<file path="src/rtl/mips_pkg.sv">
// mips_pkg: shared state, opcode constants and defaults for the MIPS fetch stage
package mips_pkg;
    typedef enum logic {RUN, HALT} state_t;
    localparam logic [5:0] OP_J = 6'h02;
    localparam logic [5:0] OP_JAL = 6'h03;
    localparam logic [5:0] OP_BEQ = 6'h04;
    localparam logic [5:0] OP_BNE = 6'h05;
    localparam logic [5:0] FN_SYSCALL = 6'h0c;
    localparam logic [31:0] HALT_CODE_DEFAULT = 32'd10;
    function automatic logic [31:0] branch_offset(input logic [15:0] imm);
        return {{14{imm[15]}}, imm, 2'b00};
    endfunction
endpackage

</file>
<file path="src/rtl/pc_next_sel.sv">
// pc_next_sel: next-PC priority mux (jr > j/jal > taken branch > sequential)
module pc_next_sel
    import mips_pkg::*;
(
    input  logic        beq,
    input  logic        bne,
    input  logic        j,
    input  logic        jal,
    input  logic        jr,
    input  logic        equal,
    input  logic [31:0] pc_plus4,
    input  logic [25:0] instr_index,
    input  logic [15:0] instr_imm,
    input  logic [31:0] rs_data,
    output logic [31:0] next_pc,
    output logic        jump_taken,
    output logic        br_taken
);
    assign jump_taken = jr || j || jal;
    assign br_taken = !jump_taken && ((beq && equal) || (bne && !equal));
    assign next_pc = jr ? (rs_data & 32'hFFFF_FFFC) :
                     (j || jal) ? {pc_plus4[31:28], instr_index, 2'b00} :
                     br_taken ? pc_plus4 + branch_offset(instr_imm) :
                     pc_plus4;
endmodule

</file>
<file path="src/rtl/fetch_unit.sv">
// fetch_unit: PC register, RUN/HALT machine and debug counters of the fetch stage
module fetch_unit
    import mips_pkg::*;
#(
    parameter logic [31:0] RESET_PC = 32'h0000_0000,
    parameter int IMEM_AW = 10,
    parameter logic [31:0] HALT_CODE = HALT_CODE_DEFAULT
) (
    input  logic               clk,
    input  logic               rst,
    input  logic               go,
    input  logic [31:0]        instr,
    output logic [IMEM_AW-1:0] imem_addr,
    output logic [31:0]        instr_out,
    output logic [31:0]        pc,
    output logic [31:0]        pc_plus4,
    input  logic               beq,
    input  logic               bne,
    input  logic               j,
    input  logic               jal,
    input  logic               jr,
    input  logic               syscall,
    input  logic               equal,
    input  logic [31:0]        rs_data,
    input  logic [31:0]        v0,
    output logic               run,
    output logic               halted,
    output logic [31:0]        instr_cnt,
    output logic [15:0]        jump_cnt,
    output logic [15:0]        br_taken_cnt
);
    state_t state;
    logic [31:0] next_pc;
    logic jump_taken, br_taken, halt_req;
    assign pc_plus4 = pc + 32'd4;
    assign imem_addr = pc[IMEM_AW+1:2];
    assign instr_out = instr;
    assign halt_req = syscall && v0 == HALT_CODE;
    pc_next_sel u_sel (
        .beq(beq),
        .bne(bne),
        .j(j),
        .jal(jal),
        .jr(jr),
        .equal(equal),
        .pc_plus4(pc_plus4),
        .instr_index(instr[25:0]),
        .instr_imm(instr[15:0]),
        .rs_data(rs_data),
        .next_pc(next_pc),
        .jump_taken(jump_taken),
        .br_taken(br_taken)
    );
    always_ff @(posedge clk) begin
        if (rst) begin
            state <= RUN;
            pc <= RESET_PC;
            run <= 1'b1;
            halted <= 1'b0;
            instr_cnt <= '0;
            jump_cnt <= '0;
            br_taken_cnt <= '0;
        end else if (state == RUN) begin
            instr_cnt <= instr_cnt + 32'd1;
            jump_cnt <= jump_cnt + {15'd0, jump_taken && !halt_req};
            br_taken_cnt <= br_taken_cnt + {15'd0, br_taken && !halt_req};
            pc <= halt_req ? pc : next_pc;
            state <= halt_req ? HALT : RUN;
            run <= !halt_req;
            halted <= halt_req;
        end else if (go) begin
            pc <= pc_plus4;
            state <= RUN;
            run <= 1'b1;
            halted <= 1'b0;
        end
    end
endmodule

</file>
<file path="config.mk">
export PLATFORM = sky130hd
export DESIGN_NAME = fetch_unit
export DESIGN_NICKNAME = d
export VERILOG_FILES = /design/src/rtl/mips_pkg.sv /design/src/rtl/pc_next_sel.sv /design/src/rtl/fetch_unit.sv
export SDC_FILE = /design/constraint.sdc
export NUM_CORES = 1
export LEC_CHECK = 0
export ABC_AREA = 1
export BUFFER_PORTS_ARGS = -buffer_cell sky130_fd_sc_hd__buf_2
export CAP_MARGIN = 20
export CORE_ASPECT_RATIO = 0.6
export CORE_UTILIZATION = 40
export CTS_CLUSTER_SIZE = 8
export DETAILED_ROUTE_END_ITERATION = 10
export PLACE_DENSITY = 0.68
export SYNTH_ARGS = -nofsm -noshare
export SYNTH_HDL_FRONTEND = slang
export SYNTH_SLANG_ARGS = --single-unit
</file>
<file path="constraint.sdc">
create_clock -name clk -period 4.64 [get_ports clk]
set_input_delay 0.928 -clock clk [delete_from_list [all_inputs] [get_ports clk]]
set_output_delay 0.928 -clock clk [all_outputs]
set_load 0.02 [all_outputs]
</file>
==> impl_metrics.toml, run 1 <==
[routing]
routed_via_density = 5.203
route.antenna.remaining_nets = 0
initialDrtViolationCount = 920
wire_per_inst_um = 16.41
detailroute.via_count = 10180
first_pass_drt_iterations = 7
routed_wire_length_mm = 32.11
post-route-drc-count = 0

[placed_design]
instance_area_after_placement_um2 = 9884
place.detailed.instances = 1941
detailedPlacementHpwl_mm = 25.67
io_buffer_count = 259
rd_place_congestion = 0.9864

[setup_path]
timing.setup.critical_path_class = "reg2reg"
category_of_the_worst_setup_path_launch_point = "flip-flop"
cp_data_arrival_time_ns = 4.24
crit_path_max_fanout = 7
critPathBufInv = 3
timing.critical_path.slowest_stage_cell = "sky130_fd_sc_hd__dfxtp_1"
cp_cell_sequence = "ha_1 -> nand3_1 -> inv_1 -> nand2_1 -> nor2_1 -> nand2_1 -> xor2_1 -> inv_1 -> ha_1 -> a21oi_1 -> nand2_1 -> inv_1 -> nand2_1 -> a21oi_1 -> nand3_1 -> nand3_1 -> nand2_1 -> nand2_1 -> nand2_1 -> nand2_1 -> nand2_1"
crit_path_max_incr_delay_ns = 0.46
worst_path_most_repeated_cell = "sky130_fd_sc_hd__nand2_1"
worst-endpoint-required_ns = 4.89
end_kind = "flip-flop"
critical_path.top_delay_family = "simple AND/OR/NAND/NOR gates"

[clocking]
tritoncts = "done"
worst_setup_hold_path_clk_slew_ns = 0.07
cts.repair_timing.setup_buffer_count = 0
cts_num_sinks = 97
numCtsBuffers = 9
cts.htree.levels = 3
post_cts_hold_buffer_count = 0
cts-resized-gates = 0
clock_latency_ns = 0.35
cts_root_buffer = "sky130_fd_sc_hd__clkbuf_16"
clock_tree.buffer_depth = 2

[synth]
yosysSeqAreaShare_pct = 22.49
synth_area_um2 = 8636
syn_area_per_cell_um2 = 5.883
yosys_warnings = 0
ys_types = 48
synth_top_flop_cell = "sky130_fd_sc_hd__dfxtp_1"
synth_edf_count = 0
register_bit_count_reported_by_yosys = 97
post-synth-top-count-cell = "sky130_fd_sc_hd__nand2_1"
synth_top_cell_by_area = "sky130_fd_sc_hd__dfxtp_1"
async_flop_share_pct = 0
synth_top_cell_area_share_pct = 22.49
synth.cells.most_frequent = "447 x sky130_fd_sc_hd__nand2_1, 188 x sky130_fd_sc_hd__inv_1, 169 x sky130_fd_sc_hd__nor2_1"
synth_top_cells_by_area = "sky130_fd_sc_hd__dfxtp_1 22%, sky130_fd_sc_hd__nand2_1 19%, sky130_fd_sc_hd__inv_1 8.2%, sky130_fd_sc_hd__nor2_1 7.3%, sky130_fd_sc_hd__a21oi_1 6.5%"
synthesis.instances = 1468

[run]
drv.max_cap_violation_count = 0

[floorplan]
ioPinCount = 278
die_area_um2 = 22200
die_h_um = 115.8
floorplan.core_area_um2 = 21080
dieWidth_um = 191.7
initial_utilization_pct = 40.96
fp-row-count = 41

[timing]
tightestPinTransition_ns = 0.8146
setup-violations-final = 0
hold_viol_final = 0
timing_max_transition_violations_final = 0
setup-tns-final_ns = 0
post-route-min-period_ns = 3.997
max_freq_mhz = 250.2
slew_limit_headroom_pct = 45.19
worst_clock_skew_ns = 0.006501
rsz0062_at_grt = "false"
post-route-period-util_pct = 86.13

[global_routing]
grt_overflow_total = 0
groute.usage.overall_pct = 28.31
grt_pass1_wl_mm = 47.34
antenna_found_initial = 0
via_count_of_the_first_global_routing_pass = 8344
grt_max_degree = 48

[layout]
final_nets = 1821
finish.cell_count_without_fillers = 1957
antenna_cells = 0
drive_gt1_share_pct = 19.55
finalInstanceArea_um2 = 10180
syn_to_final_growth_pct = 17.92

[outcome]
outcome = "completed"

[power]
power.static_leakage_nw = 5.327
p_sw_mw = 0.8498
power_frac_clock_pct = 32.6
total_power_per_unit_cell_area_nw_per_um2 = 232.3
vdd_ir_drop_max_mv = 0.1842
switching_share_pct = 35.92
comb_power_share_pct = 29.3
cellInternalPower_mw = 1.516
pwr-share-seq_pct = 38.1

[min_path]
hp-class = "reg2reg"
## routing by layer
layer | GRT usage, % | wire, um | up-vias
met3 | 8.661 | 3885 | 27
li1 | - | - | 5083
met1 | 44.35 | 15740 | 4572
met5 | 0 | 0 | -
met2 | 37.52 | 12140 | 500
met4 | 3.386 | 344 | 0
## path summary, 6_finish.rpt
path | from | end | slack (ns) | cells past startpoint
setup / recovery | pc[2] | pc[27] | 0.64 | 21
hold / removal | run | run | 0.46 | 2
setup reg to reg | pc[2] | pc[27] | 0.64 | 21
hold reg to reg | run | run | 0.46 | 2
## registers in the layout (all words and copies together) (netlist names)
name          cells
instr_cnt        32
jump_cnt         16
pc               30
br_taken_cnt     16
run               1
halted            1
state             1
## cells in the final DEF, fill, tap and decap left out, drive strengths merged, types with 8 or more instances in the layout
cell    netlist  layout
nand2       455     455
buf          54     270
inv         194     194
nor2        183     183
a21oi       112     112
dfxtp        97      97
nand3        88      88
o21ai        64      64
ha           41      41
nand4        30      30
nor3         27      27
xor2         20      20
nor4         17      17
xnor2        13      13
clkbuf       25      12
o211ai       10      10
or2           8       8
## power by group through the flow
stage                     Sequential (mW)  Combinational [mW]  Clock, mW
after global placement              0.917               0.671          0
final                               0.901               0.694      0.771
after CTS                           0.899               0.681      0.792
after global routing                0.905               0.765      0.833
after detailed placement            0.918               0.678          0
after floorplan                     0.936               0.442          0
## layout make-up
type                            count  area, um^2
Clock inverter                      4       52.55
Inverter                          194       730.7
Tap cell                          279       349.1
Sequential cell                    97        1943
Multi-Input combinational cell   1101        5483
Clock buffer                       12       246.5
Timing Repair Buffer              270        1379
Fill cell                        2253       10900
## worst register-to-register path, stage by stage, from the launching register on
cell and delay (ns):
sky130_fd_sc_hd__dfxtp_1 0.46, sky130_fd_sc_hd__ha_1 0.27, sky130_fd_sc_hd__nand3_1 0.22, sky130_fd_sc_hd__inv_1 0.13, sky130_fd_sc_hd__nand2_1 0.10, sky130_fd_sc_hd__nor2_1 0.42
sky130_fd_sc_hd__nand2_1 0.20, sky130_fd_sc_hd__xor2_1 0.31, sky130_fd_sc_hd__inv_1 0.10, sky130_fd_sc_hd__ha_1 0.38, sky130_fd_sc_hd__a21oi_1 0.27, sky130_fd_sc_hd__nand2_1 0.13
sky130_fd_sc_hd__inv_1 0.07, sky130_fd_sc_hd__nand2_1 0.05, sky130_fd_sc_hd__a21oi_1 0.27, sky130_fd_sc_hd__nand3_1 0.12, sky130_fd_sc_hd__nand3_1 0.12, sky130_fd_sc_hd__nand2_1 0.06
sky130_fd_sc_hd__nand2_1 0.06, sky130_fd_sc_hd__nand2_1 0.06, sky130_fd_sc_hd__nand2_1 0.06, sky130_fd_sc_hd__nand2_1 0.05
## through the flow
| step | utilization (%) | setup WS [ns] | power [mW] | hold WS, ns |
|---|---|---|---|---|
| global placement | 46.88 | 0.5583 | 1.588 | 0.4504 |
| CTS | 48.30 | 0.8582 | 2.372 | 0.4671 |
| detailed placement | 46.88 | 0.5285 | 1.596 | 0.4547 |
| floorplan | - | 1.527 | 1.378 | 0.5222 |
| global route | 48.30 | 0.3804 | 2.502 | 0.5009 |
| finish | 48.30 | 0.6434 | 2.366 | 0.4632 |
## cell families after synthesis
| kind of cell | after synthesis | synth area share [%] |
|---|---|---|
| xor+xnor | 33 | 3.347 |
| fa+ha+maj | 42 | 6.172 |
| flops | 97 | 22.49 |
| buf+inv | 273 | 14.16 |
| simple gates | 816 | 41.00 |
| other cells | 1 | 0.04342 |
| compound gates | 206 | 12.79 |
No activity file was read; power rests on OpenSTA's default activity.
==> run 2: changes to the inputs <==
--- a/config.mk
+++ b/config.mk
@@ -12,6 +12,7 @@
 export CORE_UTILIZATION = 40
 export CTS_CLUSTER_SIZE = 8
 export DETAILED_ROUTE_END_ITERATION = 10
+export MAX_ROUTING_LAYER = met4
 export PLACE_DENSITY = 0.68
 export SYNTH_ARGS = -nofsm -noshare
 export SYNTH_HDL_FRONTEND = slang
==> run 2 against run 1 <==
  * Worst setup slack got worse by 0.10 ns
  * Clock skew rose by 0.0027 ns
  * Routed wire length decreased by 0.66%
  * Final cell count is the same
  * Die area is the same
  * Combinational power is essentially flat
  * Fmax decreased by 2.5%
  * Utilization about the same
  * Clock-buffer cell count decreased by 2
  * Critical endpoint is now pc[22]
  * Largest power group unchanged
  * Highest routed layer unchanged
==> impl_metrics.toml, run 2 (synthesis results as in run 1) <==
[clocking]
numCtsBuffers = 9
tritoncts = "done"
cts.htree.levels = 3
post_cts_hold_buffer_count = 0
clock_tree.buffer_depth = 2
cts_num_sinks = 97
cts.repair_timing.setup_buffer_count = 0
cts-resized-gates = 0
clock_latency_ns = 0.35
worst_setup_hold_path_clk_slew_ns = 0.07
cts_root_buffer = "sky130_fd_sc_hd__clkbuf_16"

[placed_design]
instance_area_after_placement_um2 = 9884
detailedPlacementHpwl_mm = 25.58
io_buffer_count = 259
rd_place_congestion = 1.003
preCtsSetupSlack_ns = 0.5021

[outcome]
outcome = "completed"

[layout]
registers.top_by_ff_count = "instr_cnt"
drive_gt1_share_pct = 19.61
layout.cells.most_common_list = "447 x sky130_fd_sc_hd__nand2_1, 259 x sky130_fd_sc_hd__buf_2, 188 x sky130_fd_sc_hd__inv_1"
finalInstanceArea_um2 = 10190
largest_register_ffs = 32
reg_top3 = "instr_cnt (32), pc (30)"
antenna_cells = 0
final_nets = 1821
layout_commonest_cell = "sky130_fd_sc_hd__nand2_1"
syn_to_final_growth_pct = 17.95

[global_routing]
grt.met2_usage_pct = 37.26
grt_max_degree = 48
grt_overflow_total = 0
grt_busiest_layer = "met1"
antenna_found_initial = 0
global_route.usage.met1_pct = 44.96
grt_pass1_wl_mm = 47.35
via_count_of_the_first_global_routing_pass = 8446
global_route_met3_utilization_pct = 6.996
groute.usage.overall_pct = 29.01

[floorplan]
fp-row-count = 41
initial_utilization_pct = 40.96
die_h_um = 115.8
die_area_um2 = 22200
dieWidth_um = 191.7
floorplan.core_area_um2 = 21080
ioPinCount = 278

[timing]
rsz0062_at_grt = "false"
tightestPinTransition_ns = 0.7062
timing_max_transition_violations_final = 0
post-route-period-util_pct = 88.37
max_freq_mhz = 243.9
hold_viol_final = 0
setup-violations-final = 0
slew_limit_headroom_pct = 52.87
post-route-min-period_ns = 4.101
worst_slack_ns = 0.5395
worst_clock_skew_ns = 0.009207
setup-tns-final_ns = 0

[setup_path]
critPathBufInv = 5
cp_cell_sequence = "ha_1 -> inv_1 -> nor2_1 -> inv_1 -> nor2_1 -> nand2_1 -> inv_1 -> nand2_1 -> nand2_1 -> inv_1 -> ha_1 -> nand2_1 -> nor3_1 -> inv_1 -> nor3_1 -> nand2_1 -> nand3_1 -> nand3_1 -> nand2_1 -> nand2_1 -> nand2_1 -> nand2_1"
r2r.worst_path.cells = 22
timing.setup.critical_path_class = "reg2reg"
r2r_slack_ns = 0.54
crit_path_max_fanout = 7
critical_path.reg2reg.startpoint = "pc[2]"
crit_path_max_incr_delay_ns = 0.47
cp_data_arrival_time_ns = 4.35
timing.critical_path.slowest_stage_cell = "sky130_fd_sc_hd__dfxtp_1"
worstReg2RegEnd = "pc[22]"
end_kind = "flip-flop"
worst-endpoint-required_ns = 4.89
critical_path.top_delay_family = "simple AND/OR/NAND/NOR gates"
worst_path_most_repeated_cell = "sky130_fd_sc_hd__nand2_1"
category_of_the_worst_setup_path_launch_point = "flip-flop"

[routing]
wire_per_inst_um = 16.30
routed_wire_length_mm = 31.90
first_pass_drt_iterations = 5
routed_via_density = 5.105
initialDrtViolationCount = 951
post-route-drc-count = 0
route.antenna.remaining_nets = 0
detailroute.via_count = 9991

[power]
power.static_leakage_nw = 5.324
p_total_mw = 2.369
comb_power_share_pct = 29.3
pwr-share-seq_pct = 38.0
vdd_ir_drop_max_mv = 0.1651
p_sw_mw = 0.8627
total_power_per_unit_cell_area_nw_per_um2 = 232.6
switching_share_pct = 36.42
power_frac_clock_pct = 32.7
cellInternalPower_mw = 1.506

[min_path]
worst_hold_path.endpoint = "halted"
hp-start = "halted"
hp-class = "reg2reg"
timing.hold.worst_path_depth = 2

[run]
drv.max_cap_violation_count = 0
run 2: routing by layer:
metal  wire [um]  share of wire [%]
met1       16300                 51
met2       11940                 37
met3        3381                 11
met4         282               0.88
met5           0                  0
run 2: cell type report:
type / instances / area, um^2
well taps: 279 / 349.1
flip-flops and latches: 97 / 1943
inverters: 194 / 730.7
clock inverters: 6 / 72.57
repair buffers: 270 / 1379
clock buffers: 10 / 229.0
fillers: 2291 / 10900
multi-input cells: 1101 / 5483
run 2: power by group through the flow:
stage | combinational, mW | sequential, mW | clock (mW)
floorplan | 0.442 | 0.936 | 0
global placement | 0.673 | 0.917 | 0
detailed placement | 0.679 | 0.917 | 0
CTS | 0.682 | 0.898 | 0.793
global route | 0.764 | 0.904 | 0.836
finish | 0.694 | 0.900 | 0.775
run 2: metrics by stage:
stage / hold WS, ns / cells / utilization (%)
2_1_floorplan: 0.5222 / 1471 / -
3_3_place_gp: 0.4593 / 1941 / 46.88
4_1_cts: 0.4879 / 1957 / 48.31
6_report: 0.4839 / 1957 / 48.31
5_1_grt: 0.4998 / 1957 / 48.31
3_5_place_dp: 0.4732 / 1941 / 46.88
run 2: worst min-delay path: cells and delay by family, from the launching register on:
kind                   cells  cell delay, ns
flip-flops                 1            0.33
buffers and inverters      1            0.06
AO/OA/AOI/OAI              1            0.05
run 2: worst max-delay path by stage:
| stage | end | cells past startpoint | startpoint |
|---|---|---|---|
| finish | pc[22] | 22 | pc[2] |
| global route | pc[22] | 22 | pc[2] |
| CTS | pc[22] | 22 | pc[2] |
| detailed placement | jump_cnt[12] | 18 | v0[2] |
| global placement | jump_cnt[12] | 18 | v0[2] |
| floorplan | br_taken_cnt[12] | 19 | j |
